`config.mk`:
```
export PLATFORM = sky130hd
export DESIGN_NAME = display_scan_ctrl
export DESIGN_NICKNAME = d
export VERILOG_FILES = /design/src/rtl/display_scan_ctrl.sv
export SDC_FILE = /design/constraint.sdc
export NUM_CORES = 1
export LEC_CHECK = 0
export BUFFER_PORTS_ARGS = -buffer_cell sky130_fd_sc_hd__buf_2
export CAP_MARGIN = 20
export CORE_MARGIN = 5
export CORE_UTILIZATION = 48
export DETAILED_ROUTE_END_ITERATION = 8
export GPL_TIMING_DRIVEN = 0
export PLACE_DENSITY_LB_ADDON = 0.08
export SYNTH_ARGS = -nofsm -noshare
export SYNTH_HDL_FRONTEND = slang
export SYNTH_SLANG_ARGS = --single-unit
```
`constraint.sdc`:
```
create_clock -name clk -period 1.7 [get_ports clk]
set_clock_uncertainty 0.2 [all_clocks]
set_input_delay 0.085 -clock clk [delete_from_list [all_inputs] [get_ports clk]]
set_output_delay 0.085 -clock clk [all_outputs]
set_load 0.02 [all_outputs]
```
`src/rtl/display_scan_ctrl.sv`:
```
// display_scan_ctrl: multiplexes one 4-bit hex bus across NDIGITS common-anode digits.
// Each digit slot starts with a blanking gap. Digit values are staged in shadow
// registers and copied to the active set together at a frame boundary.
// Optional feature macro: DISPLAY_SCAN_PWM_EN adds per-frame brightness PWM on the enables.
module display_scan_ctrl #(
    parameter int unsigned  NDIGITS      = 2,
    parameter int unsigned  DWELL_CYCLES = 8,
    parameter int unsigned  BLANK_CYCLES = 1,
    parameter int unsigned  BRIGHT_BITS  = 3,
    localparam int unsigned IDXW         = $clog2(NDIGITS)
) (
    input  logic               clk,
    input  logic               reset_n,
    input  logic               wr_valid,
    output logic               wr_ready,
    input  logic [IDXW-1:0]    wr_idx,
    input  logic [3:0]         wr_data,
    input  logic               commit,
    output logic               commit_pending,
    output logic [3:0]         digit,
    output logic [NDIGITS-1:0] enable,
    output logic               frame_start
`ifdef DISPLAY_SCAN_PWM_EN
    ,
    input  logic [BRIGHT_BITS-1:0] brightness
`endif
);

    localparam int unsigned CNTW        = $clog2(DWELL_CYCLES);
    localparam int unsigned SHOW_CYCLES = DWELL_CYCLES - BLANK_CYCLES;

    // Elaboration-time parameter sanity checks
    if (NDIGITS < 2) begin : g_chk_ndigits
        $error("display_scan_ctrl: NDIGITS must be >= 2");
    end
    if ((BLANK_CYCLES < 1) || (BLANK_CYCLES >= DWELL_CYCLES)) begin : g_chk_blank
        $error("display_scan_ctrl: need 1 <= BLANK_CYCLES < DWELL_CYCLES");
    end
    if (BRIGHT_BITS < 1) begin : g_chk_bright
        $error("display_scan_ctrl: BRIGHT_BITS must be >= 1");
    end

    typedef enum logic {
        ST_BLANK = 1'b0,
        ST_SHOW  = 1'b1
    } state_t;

    state_t                   state_q, state_nxt;
    logic [CNTW-1:0]          cnt_q, cnt_nxt;
    logic [IDXW-1:0]          idx_q, idx_nxt;
    logic [NDIGITS-1:0][3:0]  shadow_q, shadow_nxt;
    logic [NDIGITS-1:0][3:0]  active_q, active_nxt;
    logic                     pending_nxt;
    logic                     last_cnt;
    logic                     last_idx;
    logic                     boundary;
    logic                     show_on;
    logic [3:0]               digit_nxt;
    logic [NDIGITS-1:0]       enable_nxt;
    logic                     frame_start_nxt;

`ifdef DISPLAY_SCAN_PWM_EN
    logic [BRIGHT_BITS-1:0]   bright_q;
    logic [31:0]              on_cycles;
`endif

    // Next-state, shadow/commit bookkeeping and next output values
    always_comb begin
        state_nxt       = state_q;
        cnt_nxt         = cnt_q;
        idx_nxt         = idx_q;
        shadow_nxt      = shadow_q;
        active_nxt      = active_q;
        pending_nxt     = commit_pending;
        show_on         = 1'b1;
        digit_nxt       = active_q[idx_q];
        enable_nxt      = '0;
        frame_start_nxt = 1'b0;

        last_cnt = (cnt_q == CNTW'(DWELL_CYCLES - 1));
        last_idx = (idx_q == IDXW'(NDIGITS - 1));
        boundary = (state_q == ST_SHOW) && last_cnt && last_idx;

        // slot sequencing: cnt wraps per slot, idx advances after SHOW
        cnt_nxt = last_cnt ? '0 : cnt_q + CNTW'(1);
        case (state_q)
            ST_BLANK: begin
                if (cnt_q == CNTW'(BLANK_CYCLES - 1)) begin
                    state_nxt = ST_SHOW;
                end
            end
            ST_SHOW: begin
                if (last_cnt) begin
                    state_nxt = ST_BLANK;
                    idx_nxt   = last_idx ? '0 : idx_q + IDXW'(1);
                end
            end
            default: state_nxt = ST_BLANK;
        endcase

        // shadow writes; indices beyond the last digit are accepted and dropped
        for (int unsigned i = 0; i < NDIGITS; i++) begin
            if (wr_valid && wr_ready && (32'(wr_idx) == i)) begin
                shadow_nxt[IDXW'(i)] = wr_data;
            end
        end

        // commit: swap on the boundary if already pending, else arm
        if (boundary && commit_pending) begin
            active_nxt  = shadow_q;
            pending_nxt = 1'b0;
        end else if (commit && !commit_pending) begin
            pending_nxt = 1'b1;
        end

`ifdef DISPLAY_SCAN_PWM_EN
        on_cycles = ((32'(bright_q) + 32'd1) * SHOW_CYCLES) >> BRIGHT_BITS;
        show_on   = ((32'(cnt_q) - BLANK_CYCLES) < on_cycles);
`endif

        if ((state_q == ST_SHOW) && show_on) begin
            enable_nxt = NDIGITS'(1) << idx_q;
        end
        frame_start_nxt = (state_q == ST_BLANK) && (cnt_q == '0) && (idx_q == '0);
    end

    // State, storage and registered outputs
    always_ff @(posedge clk or negedge reset_n) begin
        if (!reset_n) begin
            state_q        <= ST_BLANK;
            cnt_q          <= '0;
            idx_q          <= '0;
            shadow_q       <= '0;
            active_q       <= '0;
            commit_pending <= 1'b0;
            wr_ready       <= 1'b0;
            digit          <= '0;
            enable         <= '0;
            frame_start    <= 1'b0;
        end else begin
            state_q        <= state_nxt;
            cnt_q          <= cnt_nxt;
            idx_q          <= idx_nxt;
            shadow_q       <= shadow_nxt;
            active_q       <= active_nxt;
            commit_pending <= pending_nxt;
            wr_ready       <= !pending_nxt;
            digit          <= digit_nxt;
            enable         <= enable_nxt;
            frame_start    <= frame_start_nxt;
        end
    end

`ifdef DISPLAY_SCAN_PWM_EN
    // Brightness is captured once per frame so a frame never changes duty mid-way
    always_ff @(posedge clk or negedge reset_n) begin
        if (!reset_n) begin
            bright_q <= '0;
        end else if (frame_start_nxt) begin
            bright_q <= brightness;
        end
    end
`endif

endmodule

```
Word-level counts from Yosys, hierarchy flattened
Index checks and enable logic that the tools add are counted.
{ "totals": {"register_bits": 30, "input_bits": 9, "out_inout_bits": 9} }
{ "op_classes": {"addsub": 2, "order_cmp": 1, "eq_ne": 1, "shift": 1, "mux": 10, "bitwise": 3, "reduce_logical": 13} }
{ "ops": {"columns": ["operator", "count"], "rows": [
  ["logical AND 1 bit", 9],
  ["2-to-1 mux 4 bit", 2],
  ["2-to-1 mux 1 bit", 5],
  ["adder 3 x 1 -> 3 bit, second input constant", 1],
  ["== test 3 bit, second input constant", 1],
  ["logical NOT 3 bit", 1],
  ["2-to-1 mux 3 bit", 1],
  ["inverter 1 bit", 3],
  ["logical NOT 1 bit", 2],
  ["< comparator 1 x 2 -> 1 bit, second input constant", 1],
  ["2-to-1 mux 2 bit", 1],
  ["case mux 1 bit (2 select lines)", 1],
  ["AND reduction 2 bit", 1],
  ["left shift 1 x 1 -> 2 bit, first input constant", 1],
  ["adder 1 bit, second input constant", 1]
]} }

Logic depth before layout (Yosys ltp)
Gate-level depths: netlist of the first run.
{ "logic_depth": {"depth_word": 6, "depth_mapped": 4, "depth_no_buf": 4} }

Worst setup path before layout of the first run
No wires, ideal clock.
{ "synth_path": {"path_type": "reg2reg", "start": "reg cnt_q[0]", "end": "reg active_q[0] (netlist name)", "t_arrival_ps": 1301, "required_time_ps": 1375, "setup_slack_ps": 75, "path_stages_with_launch": 5, "period_less_slack_ps": 1625, "path_cell_list": "dfrtp_1 -> ha_1 -> ha_1 -> nand4_4 -> mux2_2"} }
{ "synth_via": {"elab_chain_len": 4} }
{ "synth_rtl": {"columns": ["item", "line_no", "text"], "rows": [
  ["start: declaration", "49", "logic [CNTW-1:0] cnt_q, cnt_nxt;"],
  ["start signal: assignment", "142", "cnt_q <= cnt_nxt;"],
  ["== test 3 bit", "80", "last_cnt = (cnt_q == CNTW'(DWELL_CYCLES - 1));"],
  ["logical AND 1 bit (2 in a row)", "82", "boundary = (state_q == ST_SHOW) && last_cnt && last_idx;"],
  ["logical AND 1 bit", "109", "if (boundary && commit_pending) begin"],
  ["end signal: assignment", "145", "active_q <= active_nxt;"],
  ["end: declaration", "52", "logic [NDIGITS-1:0][3:0] active_q, active_nxt;"]
]} }
No other way between the ends.
A chain may end at the register's enable or synchronous reset.

Worst setup path after layout of the first run
Ends and elaborated chain as after synthesis.

==> results of run 1 <==
==> layer usage <==
layer / part of all wire [%] / vias up / GRT usage [%]
met2: 54 / 15 / 22.17
met4: 1.5 / 0 / 6.954
li1: - / 306 / -
met3: 6.4 / 5 / 6.579
met5: 0 / - / 0
met1: 38 / 320 / 14.37
==> worst reg2reg max path: cells and delay by family (launching register included) <==
family	cells	cell delay, ns
flops	1	0.41
mux	1	0.36
fa+ha+maj	2	0.43
simple gates	1	0.14
==> sequential cells by signal (all words and copies together), names as in the netlist <==
name / flops
active_q: 8
shadow_q: 8
digit: 4
cnt_q: 3
enable: 2
commit_pending: 1
frame_start: 1
idx_q: 1
state_q: 1
wr_ready: 1
==> cell type report <==
class,instances,area [um^2]
Fill cell,180,809.5
Inverter,2,7.507
Clock buffer,6,51.30
Buffer,1,5.005
Timing Repair Buffer,23,145.1
Tap cell,28,35.03
Multi-Input combinational cell,38,399.1
Sequential cell,30,750.7
Clock inverter,1,30.03
==> repair_timing <==
item / CTS / global route
resized for setup: 2 / 1
hold buffers: 6 / 0
hold endpoints to repair: 40 / 0
pin swaps: 1 / 0
gates cloned: 1 / 0
endpoints found under the setup margin: 8 / 5
buffers inserted: 0 / 0
==> cells in the final DEF, fill, tap and decap left out <==
cell type and n:
mux2i_1 1, dfrtp_1 30, xnor2_1 1, nand2b_1 1, nor3_1 1, nand3b_1 1, inv_1 2, mux2_2 20
o21a_1 1, bufinv_16 1, clkbuf_4 5, nand4_4 2, clkbuf_8 1, nand2_1 1, ha_4 1, nor2b_1 2
dlygate4sd3_1 6, nand3_1 1, buf_2 18, o21ai_0 1, and2_1 1, ha_1 2, nor2_1 1
==> kinds of logic (layout without fill, tap and decap cells) <==
logic type,Yosys count,after routing
adder cells (fa/ha/maj),3,3
AO/OA/AOI/OAI,2,2
AND/OR/NAND/NOR,10,11
XOR/XNOR,1,1
buffers and inverters,3,33
multiplexers,21,21
flip-flops,30,30
==> how the worst min path moves through the flow <==
stage | from | to | slack (ns) | cells past startpoint
2_1_floorplan | reset_n | active_q[0] | -0.41 | 0
3_3_place_gp | reset_n | cnt_q[2] | -0.05 | 1
3_5_place_dp | reset_n | frame_start | -0.05 | 1
4_1_cts | wr_idx | shadow_q[4] | 0.11 | 3
5_1_grt | wr_idx | shadow_q[4] | 0.10 | 3
6_report | wr_idx | shadow_q[4] | 0.10 | 3
==> power breakdown <==
group	leakage, nW	total (mW)	internal (mW)	switching, mW
combinational	0.251	0.156	0.0872	0.0692
sequential	0.364	0.826	0.792	0.0338
clock	0.0443	0.571	0.342	0.229
==> through the flow <==
| step | cell area [um^2] | total power [mW] |
|---|---|---|
| floorplan | 1129 | 0.9297 |
| global placement | 1249 | 0.9833 |
| detailed placement | 1249 | 0.9913 |
| CTS | 1414 | 1.577 |
| global route | 1424 | 1.642 |
| finish | 1424 | 1.553 |
==> impl_metrics.toml, run 1 <==
[setup_path]
cp.required_ns = 1.72
timing.rr.start = "cnt_q[0]"
r2r-end = "active_q[0]"
cp_slowest_stage_delay_ns = 0.41
crit_start = "cnt_q[0]"
cp_cell_sequence = "ha_1, ha_4, nand4_4, mux2_2"
reg2reg_depth = 4
worst-path-max-fanout = 6
worst-path-stages = 4
path_class = "flip-flop to flip-flop"
crit_end = "active_q[0]"
path_delay_family = "adder cells"
crit_slowest_cell = "dfrtp_1"
cp-end-kind = "flip-flop"
r2r_slack_ns = 0.06
critPathLaunchType = "flip-flop"
path_buf_inv = 0
critical_path_arrival_ns = 1.65

[synthesis]
syn_nets = 82
syn_avg_cell_area_um2 = 16.12
synth_compound_area_share_pct = 1.109
async_flop_share_pct = 100.0
synth-seq-cells = 30
synth_top_area_share_pct = 66.52
postSynthCellCount = 70
synth.largest_area_cell = "dfrtp_1"
yosys.area_share.xor_xnor_pct = 0.7761
synth-simple-area-share_pct = 6.319
synth_fa_ha_area_share_pct = 3.326
yosysSeqAreaShare_pct = 66.52
synth_area_leaders = "dfrtp_1, mux2_2, ha_1, nand4_4, nor2b_1"
yosys_warnings = 0
synth_top_family_by_area = "multiplexers"
ys.flop_type = "dfrtp_1"
synth_cell_types = 18
yosys-mux-area-fraction_pct = 20.84
yosysMostFrequentCell = "dfrtp_1"
synth_edf_count = 0
syn_area_mm2 = 0.001129
synthTopCellsByCount = "dfrtp_1, mux2_2, ha_1, inv_1, nor2b_1"

[timing]
finalSetupViolations = 0
max_freq_mhz = 610.0
setup_ws_ns = 0.06058
rsz0062_at_grt = "no"
tightest_slew_ns = 0.6329
slew_violations = 0
period_minus_slack_ns = 1.639
timing.hold.ws_ns = 0.1034
maxSlewHeadroom_pct = 57.81
hold_viol_final = 0
fin_setup_tns_ns = 0
period_share_pct = 96.44

[floorplanning]
ios = 18
row_count = 17
initial_core_util_pct = 50.53
core_region_area_mm2 = 0.002233
die_h_um = 58.49
dieWidth_um = 58.49
dieArea_mm2 = 0.003421

[grt]
grt_pass1_vias = 700
grt.overflow.total = 0
grt_pass1_wl_um = 3243
grt_usage_pct = 13.53
grt_max_degree = 31
antenna_found_initial = 0

[cts]
clk_pin_slew_ns = 0.09
cts_buffers = 5
clk_latency_ns = 0.32
cts_tree = "done"
cts-root-buf = "clkbuf_4"
clockBufferDepth = 2
cts_max_level = 2
clkSinkCount = 30

[job]
drv_cap = 0

[power_and_ir_drop]
ir_drop_mv = 0.8758
p_leak_nw = 0.6596
pwr_density_cell_mw_per_mm2 = 1091

[drt]
wl_per_cell_um = 14.18
drc = 0
drt-initial-drc-count = 0
viasPerCell = 5.008
vias = 646
antenna_left = 0
totalWireLength_um = 1829
dr.pass1.iters = 1

[placed_design]
place_ws_ns = -0.04664
place_congestion = 0.6492
dp.cells = 115
port_buffers = 17

[final_layout]
nNetsFinal = 113
final_cells = 129
area_growth_pct = 26.16
drive_gt1_share_pct = 47.52
utilization_pct = 63.75
diodes = 0

[outcome]
status = "finished clean"

[min_path]
hp-class = "primary input to flip-flop"
(Power assumes the default switching activity.)
==> inputs of run 2 (changes only) <==
- CORE_UTILIZATION: 48 -> 50
- clock period: 1.7 -> 1.9 ns (I/O delays scaled with it)
==> run 2 against run 1 <==
Critical path depth unchanged. Worst setup slack improved by 0.062 ns. Global-route usage shrank 0.32 points. Critical path type unchanged. Largest power group unchanged.
==> impl_metrics.toml, run 2 (synthesized netlist as in run 1, its figures left out) <==
[setup_path]
cp.required_ns = 1.90
path_class = "flip-flop to flip-flop"
r2r_slack_ns = 0.12
critical_path_arrival_ns = 1.78
critPathLaunchType = "flip-flop"
cp-end-kind = "flip-flop"
worst-path-max-fanout = 10

[grt]
grt_max_degree = 31
grt.overflow.total = 0
grt_pass1_wl_um = 3153
grt_usage_pct = 13.21
antenna_found_initial = 0
grt_pass1_vias = 697

[power_and_ir_drop]
p_leak_nw = 0.6535
switching_share_pct = 23.10
switching_power_mw = 0.2902
p_clk_share_pct = 30.0
total_power_mw = 1.256
internal_power_mw = 0.9662
pwr_density_cell_mw_per_mm2 = 917.8
ir_drop_mv = 0.5891
seq_power_share_pct = 58.8
combPwrFrac_pct = 11.2

[drt]
drc = 0
totalWireLength_um = 1740
vias = 639
wl_per_cell_um = 13.49
dr.pass1.iters = 2
drt-initial-drc-count = 5
viasPerCell = 4.953
antenna_left = 0

[placed_design]
dp.cells = 115
port_buffers = 17
dpl-instance-area_mm2 = 0.001249
place_congestion = 0.6626

[timing]
tightest_slew_ns = 0.6392
max_freq_mhz = 562.6
slew_violations = 0
hold_viol_final = 0
finalSetupViolations = 0
period_share_pct = 93.55
period_minus_slack_ns = 1.777
rsz0062_at_grt = "no"
fin_setup_tns_ns = 0
maxSlewHeadroom_pct = 57.38

[floorplanning]
ios = 18
die_h_um = 57.51
dieWidth_um = 57.51
dieArea_mm2 = 0.003307
core_region_area_mm2 = 0.002191
initial_core_util_pct = 51.51
row_count = 17

[final_layout]
utilization_pct = 62.48
final_cell_mix = "dfrtp_1, mux2_2, buf_2, dlygate4sd3_1, clkbuf_4"
fin_area_mm2 = 0.001369
diodes = 0
drive_gt1_share_pct = 45.54
area_growth_pct = 21.29
final_cells = 129
reg_top3 = "active_q x8, shadow_q x8, digit x4"
layout_commonest_cell = "dfrtp_1"
nNetsFinal = 112

[cts]
clk_pin_slew_ns = 0.09
hold_buffers = 6
clockBufferDepth = 2
cts-root-buf = "clkbuf_4"
cts_max_level = 2
clk_latency_ns = 0.31
clkSinkCount = 30
post_cts_buffers = 0
ctsResizeCount = 0
cts_tree = "done"
cts_buffers = 5

[outcome]
status = "finished clean"

[job]
drv_cap = 0

[min_path]
hp-class = "primary input to flip-flop"
[run 2: metrics by stage]
step | setup WS [ns] | hold WS (ns)
floorplan | 0.2746 | -0.4006
global placement | 0.1640 | -0.04753
detailed placement | 0.1154 | -0.04226
CTS | 0.1006 | 0.1106
global route | 0.04275 | 0.1132
finish | 0.1226 | 0.1003
[run 2: critical path: stages (launching register included)]
cell and delay [ns]:
dfrtp_1 0.40, ha_1 0.22, ha_1 0.28, nand4_4 0.20, mux2_2 0.36
[run 2: path summary, 6_finish.rpt]
kind	startpoint	endpoint	cells past startpoint
setup / recovery	cnt_q[0]	active_q[4]	4
hold / removal	wr_idx	shadow_q[5]	3
setup reg to reg	cnt_q[0]	active_q[4]	4
hold reg to reg	cnt_q[0]	cnt_q[0]	1
max in group asynchronous	reset_n	active_q[4]	2
min in group asynchronous	reset_n	cnt_q[1]	2
[run 2: power by group through the flow]
stage,clock network [mW],registers [mW],logic [mW]
after detailed placement,0,0.753,0.135
after global placement,0,0.750,0.129
after floorplan,0,0.766,0.0661
after CTS,0.392,0.740,0.145
final,0.376,0.739,0.141
after global routing,0.428,0.750,0.158
[run 2: area by class of cell]
cell class	count	area, um^2
multi-input cells	37	365.4
well taps	28	35.03
repair buffers	23	145.1
flip-flops and latches	30	750.7
inverters	2	7.507
clock inverters	1	5.005
clock buffers	7	55.05
fillers	169	822.0
plain buffers	1	5.005
[run 2: metal layers]
metal	global-route usage [%]	wire (um)	vias up
met5	0	0	-
met4	7.947	53	0
met3	4.977	107	7
met2	20.81	847	16
met1	15.18	731	314
li1	-	-	302
